File: src/rtl/fminmax_reduce.sv
`default_nettype none
//==============================================================================
//  Module      : fminmax_reduce
//  Description : Streaming min/max reduction over a vector of IEEE-754 single
//                precision words. Elements arrive on a valid/ready stream and
//                are folded into one registered winner. The winning value and
//                its element index are returned on a valid/ready result port.
//  Revision    : 1.0 - initial release
//==============================================================================
module fminmax_reduce #(
    parameter int unsigned LEN_W    = 8,
    parameter bit          MODE_MIN = 1'b1
) (
    input  logic             clk,
    input  logic             rst_n,
    // request side
    input  logic             start,
    input  logic [LEN_W-1:0] len,
    input  logic             clear,
    output logic             busy,
    // element stream
    input  logic             in_valid,
    output logic             in_ready,
    input  logic [31:0]      in_data,
    // result stream
    output logic             out_valid,
    input  logic             out_ready,
    output logic [31:0]      out_data,
    output logic [LEN_W-1:0] out_idx,
    output logic             out_empty
);

    localparam logic [LEN_W-1:0] c_len_one  = {{(LEN_W-1){1'b0}}, 1'b1};
    localparam logic [LEN_W-1:0] c_len_zero = '0;

    typedef enum logic [1:0] {
        ST_IDLE  = 2'd0,
        ST_ACCUM = 2'd1,
        ST_DONE  = 2'd2
    } state_t;

    state_t           state_q, state_d;
    logic [LEN_W-1:0] len_q,   len_d;
    logic [LEN_W-1:0] count_q, count_d;
    logic [LEN_W-1:0] idx_q,   idx_d;
    logic [31:0]      acc_q,   acc_d;
    logic             empty_q, empty_d;

    logic [31:0]      key_in;
    logic [31:0]      key_acc;
    logic             in_wins;
    logic             in_hs;
    logic             last_elem;

    // Map a float onto an unsigned key whose natural order is the
    // sign-magnitude total order: negatives are bit-inverted so a larger
    // magnitude sorts lower, positives get the top bit set so they sort
    // above every negative (this also places -0 just below +0).
    function automatic logic [31:0] order_key(input logic [31:0] f);
        return f[31] ? ~f : {1'b1, f[30:0]};
    endfunction

    assign key_in  = order_key(in_data);
    assign key_acc = order_key(acc_q);

    // Strict comparison only: on equal keys the accumulator is kept, so the
    // earliest index of a tied value is the one reported.
    generate
        if (MODE_MIN) begin : g_min
            assign in_wins = (key_in < key_acc);
        end else begin : g_max
            assign in_wins = (key_in > key_acc);
        end
    endgenerate

    // in_ready depends on state alone so it never combinationally loops
    // back through an upstream in_valid.
    assign in_ready  = (state_q == ST_ACCUM);
    assign in_hs     = in_valid && in_ready;
    assign last_elem = (count_q == (len_q - c_len_one));

    assign busy      = (state_q != ST_IDLE);
    assign out_valid = (state_q == ST_DONE);
    assign out_data  = acc_q;
    assign out_idx   = idx_q;
    assign out_empty = empty_q;

    // Next-state and datapath update; clear overrides every state.
    always_comb begin
        state_d = state_q;
        len_d   = len_q;
        count_d = count_q;
        idx_d   = idx_q;
        acc_d   = acc_q;
        empty_d = empty_q;

        if (clear) begin
            state_d = ST_IDLE;
            count_d = c_len_zero;
            idx_d   = c_len_zero;
            acc_d   = 32'h0;
            empty_d = 1'b0;
        end else begin
            case (state_q)
                ST_IDLE: begin
                    if (start) begin
                        len_d   = len;
                        count_d = c_len_zero;
                        if (len == c_len_zero) begin
                            // Empty request: report a zero result at once.
                            state_d = ST_DONE;
                            empty_d = 1'b1;
                            acc_d   = 32'h0;
                            idx_d   = c_len_zero;
                        end else begin
                            state_d = ST_ACCUM;
                            empty_d = 1'b0;
                        end
                    end
                end

                ST_ACCUM: begin
                    if (in_hs) begin
                        count_d = count_q + c_len_one;
                        if (count_q == c_len_zero) begin
                            // First element seeds the accumulator.
                            acc_d = in_data;
                            idx_d = c_len_zero;
                        end else if (in_wins) begin
                            acc_d = in_data;
                            idx_d = count_q;
                        end
                        if (last_elem) begin
                            state_d = ST_DONE;
                        end
                    end
                end

                ST_DONE: begin
                    // Result held stable until the consumer takes it.
                    if (out_ready) begin
                        state_d = ST_IDLE;
                    end
                end

                default: begin
                    state_d = ST_IDLE;
                end
            endcase
        end
    end

    // State and datapath registers with asynchronous reset.
    always_ff @(posedge clk or negedge rst_n) begin
        if (!rst_n) begin
            state_q <= ST_IDLE;
            len_q   <= c_len_zero;
            count_q <= c_len_zero;
            idx_q   <= c_len_zero;
            acc_q   <= 32'h0;
            empty_q <= 1'b0;
        end else begin
            state_q <= state_d;
            len_q   <= len_d;
            count_q <= count_d;
            idx_q   <= idx_d;
            acc_q   <= acc_d;
            empty_q <= empty_d;
        end
    end

endmodule
`default_nettype wire
File: config.mk
export PLATFORM = sky130hd
export DESIGN_NAME = fminmax_reduce
export DESIGN_NICKNAME = d
export VERILOG_FILES = /design/src/rtl/fminmax_reduce.sv
export SDC_FILE = /design/constraint.sdc
export NUM_CORES = 1
export LEC_CHECK = 0
export BUFFER_PORTS_ARGS = -buffer_cell sky130_fd_sc_hd__buf_2
export CORE_MARGIN = 1.5
export CORE_UTILIZATION = 45
export DETAILED_ROUTE_END_ITERATION = 10
export PLACE_DENSITY = 0.67
export SLEW_MARGIN = 30
export SYNTH_ARGS = -nofsm -noshare
export SYNTH_HDL_FRONTEND = slang
export SYNTH_SLANG_ARGS = --single-unit
File: constraint.sdc
create_clock -name clk -period 8 [get_ports clk]
set_input_delay 0.8 -clock clk [delete_from_list [all_inputs] [get_ports clk]]
set_output_delay 0.8 -clock clk [all_outputs]
set_load 0.02 [all_outputs]
==> out/qor.yml <==
run_status:
  status: "complete, no violations"
grt:
  antenna_found_initial: 0
  gr-usage-all-layers_pct: 23.6
  grt_overflow: 0
  grt_pass1_vias: 4179
  grt_max_degree: 63
  grtUsageMet1_pct: 31.4
  grt-busiest-layer: "met2"
  use_met3_pct: 5.30
  use_met2_pct: 38.8
  grt_first_pass_wirelength_mm: 20.9
timing:
  period_minus_slack_ns: 4.12
  skew_ns: 0.0122
  finalSetupViolations: 0
  fmax_mhz: 243
  worstMarginPinSlew_ns: 0.953
  finalHoldViolations: 0
  rsz0062_at_grt: "no"
  maxSlewViolCount: 0
  tns_ns: 0
  fin_crit_sh_pct: 51.5
  slew_headroom_pct: 36.5
route:
  vias: 4266
  drt-pass1-iter-count: 4
  initialDrtViolationCount: 286
  ant_nets: 0
  viasPerCell: 6.03
  drc: 0
  wl_per_cell_um: 17.9
  wl_mm: 12.7
floorplanning:
  core_area_um2: 9910
  die_h_um: 105
  dieArea_um2: 10900
  io-pin-count: 90
  std_cell_rows: 36
  die_w_um: 105
  initial_core_util_pct: 46.9
setup_path:
  end_kind: "flip-flop"
  critical_path_class: "in2reg"
  crit_path_max_fanout: 34
  cp.required_ns: 8.27
  r2r_slack_ns: 4.03
  slowest_stage: "buf_2"
  critical-path-max-stage-delay_ns: 0.71
  r2r-end: "out_data[8]"
  setup.worst_path.start: "in_data[31]"
  crit_path_start_kind: "input pin"
  cp_cell_sequence: "buf_2, xor2_1, ha_1, a211oi_1, o21ai_1, o221ai_1, o2111ai_4, buf_4, or2_2, o211ai_1"
  ff2ff_path_depth: 9
  crit_arrival_ns: 4.39
  r2r-start: "out_data[31]"
  critPathCapture: "out_data[8]"
flow_run:
  cap_violations: 0
synth:
  synth_area_um2: 4640
  syn-num-nets: 586
  synth_area_per_cell_um2: 9.18
  synthDistinctLibCells: 59
  synth_edf_count: 0
  ys_warn_count: 0
  ys_ff_latch: 59
  async_flop_share_pct: 100
  synth-seq-area-share_pct: 31.8
  synthCells: 506
  synthFlopType: "dfrtp_1"
clock_tree:
  cts_hold_buf: 0
  cts_root_buffer: "clkbuf_8"
  cts_resized: 0
  cts_tree: "yes"
  cts_setup_buffers: 0
  cts_max_path_buffers: 2
  cts-buffers-inserted: 9
  clkSinkCount: 59
  clk_latency_ns: 0.36
  path_clk_slew_ns: 0.08
  cts_max_level: 3
placed_design:
  dpl_cell_area_um2: 5120
  dp_hpwl_mm: 8.50
  gp_congestion: 0.850
  io_buffers: 89
layout:
  areaGrowthSynthToFinish_pct: 15.6
  seqCellArea_um2: 1480
  finish.utilization_pct: 54.2
  fillerInstances: 931
  drive_above_1_share_pct: 22.8
  multi_input_area_um2: 2940
  diodes: 0
  fin_nets: 650
  final_cell_area_um2: 5370
power:
  p_per_area_nw_per_um2: 194
  comb_power_share_pct: 33.9
  switching_share_pct: 37.3
  internal_power_mw: 0.654
  power_frac_clock_pct: 31.5
  p_leak_nw: 2.30
  peakVddDrop_mv: 0.135
  pwr-share-seq_pct: 34.6
  p_sw_mw: 0.389
  power_mw: 1.04
min_path:
  hp-class: "reg2reg"
[power by group through the flow]
| stage | Combinational, mW | Sequential [mW] | Clock (mW) |
|---|---|---|---|
| 2_1_floorplan | 0.241 | 0.370 | 0 |
| 3_3_place_gp | 0.331 | 0.364 | 0 |
| 3_5_place_dp | 0.347 | 0.365 | 0 |
| 4_1_cts | 0.349 | 0.360 | 0.331 |
| 5_1_grt | 0.392 | 0.364 | 0.346 |
| 6_report | 0.354 | 0.361 | 0.328 |
[kinds of logic (layout without fill, tap and decap cells)]
logic type	after synthesis	in the layout	synth area share (%)
adder cells (fa/ha/maj)	34	34	9.16
AND/OR/NAND/NOR	148	148	16.9
multiplexers	8	8	1.89
XOR/XNOR	76	76	14.3
AO/OA/AOI/OAI	124	124	20.3
buffers and inverters	57	126	5.60
flip-flops	59	59	31.8
[worst max-delay path: cells and delay by family]
family,cells,cell delay (ns)
simple gates,1,0.56
xor+xnor,1,0.16
compound gates,5,1.39
fa+ha+maj,1,0.37
buf+inv,2,1.07
[routing by layer]
layer	routed length [um]	part of all wire, %	vias to the layer above
met2	6020	47	153
met1	5660	45	2074
met4	173	1.4	0
met5	0	0	-
met3	826	6.5	15
li1	-	-	2024
[layout by cell type (no fill, tap or decap), types with 5 or more instances in the layout]
cell,count
buf_2,89
nand3_1,67
dfrtp_1,58
xnor2_1,41
xor2_1,35
ha_1,34
o211ai_1,33
o311ai_1,28
nand2_1,23
nor2_1,20
a21oi_1,17
inv_1,14
clkbuf_8,11
o21ai_0,8
o22ai_1,7
mux2_2,6
buf_4,6
nor4_1,5
or4_1,5
o311ai_0,5
[per-stage QoR]
| stage | hold WS (ns) | instances | worst slack [ns] |
|---|---|---|---|
| after floorplan | 0.497 | 506 | 4.61 |
| final | 0.533 | 708 | 3.88 |
| after global placement | 0.495 | 692 | 3.37 |
| after CTS | 0.526 | 708 | 3.76 |
| after detailed placement | 0.505 | 692 | 3.39 |
| after global routing | 0.571 | 708 | 3.71 |
[worst min path at each step]
stage                     startpoint         end  slack, ns  cells past startpoint
after floorplan                rst_n  count_q[0]       0.50                      0
after global placement    out_idx[1]  out_idx[1]       0.49                      2
after detailed placement  out_idx[1]  out_idx[1]       0.51                      2
after CTS                 out_idx[1]  out_idx[1]       0.53                      2
after global routing      out_idx[6]  out_idx[6]       0.57                      2
final                     out_idx[1]  out_idx[1]       0.53                      2
[state kept, by name, indices dropped and copies added (netlist names)]
name	cells
len_q	8
out_empty	1
count_q	8
state_q	2
out_data	32
out_idx	8
[final cells by class]
type,instances,area share (%)
Multi-Input combinational cell,390,54.8
Sequential cell,59,27.5
Timing Repair Buffer,95,9.14
Tap cell,133,3.10
Clock buffer,11,2.82
Clock inverter,5,1.56
Inverter,15,1.05
[cell usage after synthesis, types with 4 or more instances]
| master | count | area [um2] |
|---|---|---|
| o211ai_1 | 33 | 248 |
| a21o_1 | 5 | 37.5 |
| a21oi_1 | 17 | 85.1 |
| mux2_2 | 6 | 67.6 |
| xor2_1 | 35 | 307 |
| or4_1 | 5 | 37.5 |
| o2111ai_1 | 5 | 43.8 |
| o311ai_1 | 28 | 245 |
| nand2_1 | 24 | 90.1 |
| nor2_1 | 20 | 75.1 |
| nor4_1 | 5 | 31.3 |
| o21ai_0 | 8 | 40.0 |
| nand3_1 | 67 | 335 |
| buf_2 | 10 | 50.1 |
| o22ai_1 | 7 | 43.8 |
| ha_1 | 34 | 425 |
| o311ai_0 | 5 | 43.8 |
| xnor2_1 | 41 | 359 |
| dfrtp_1 | 59 | 1480 |
| buf_1 | 4 | 15.0 |
| inv_1 | 14 | 52.6 |
| nand2b_1 | 4 | 25.0 |
| clkbuf_1 | 20 | 75.1 |
No activity file was read; power rests on OpenSTA's default activity.
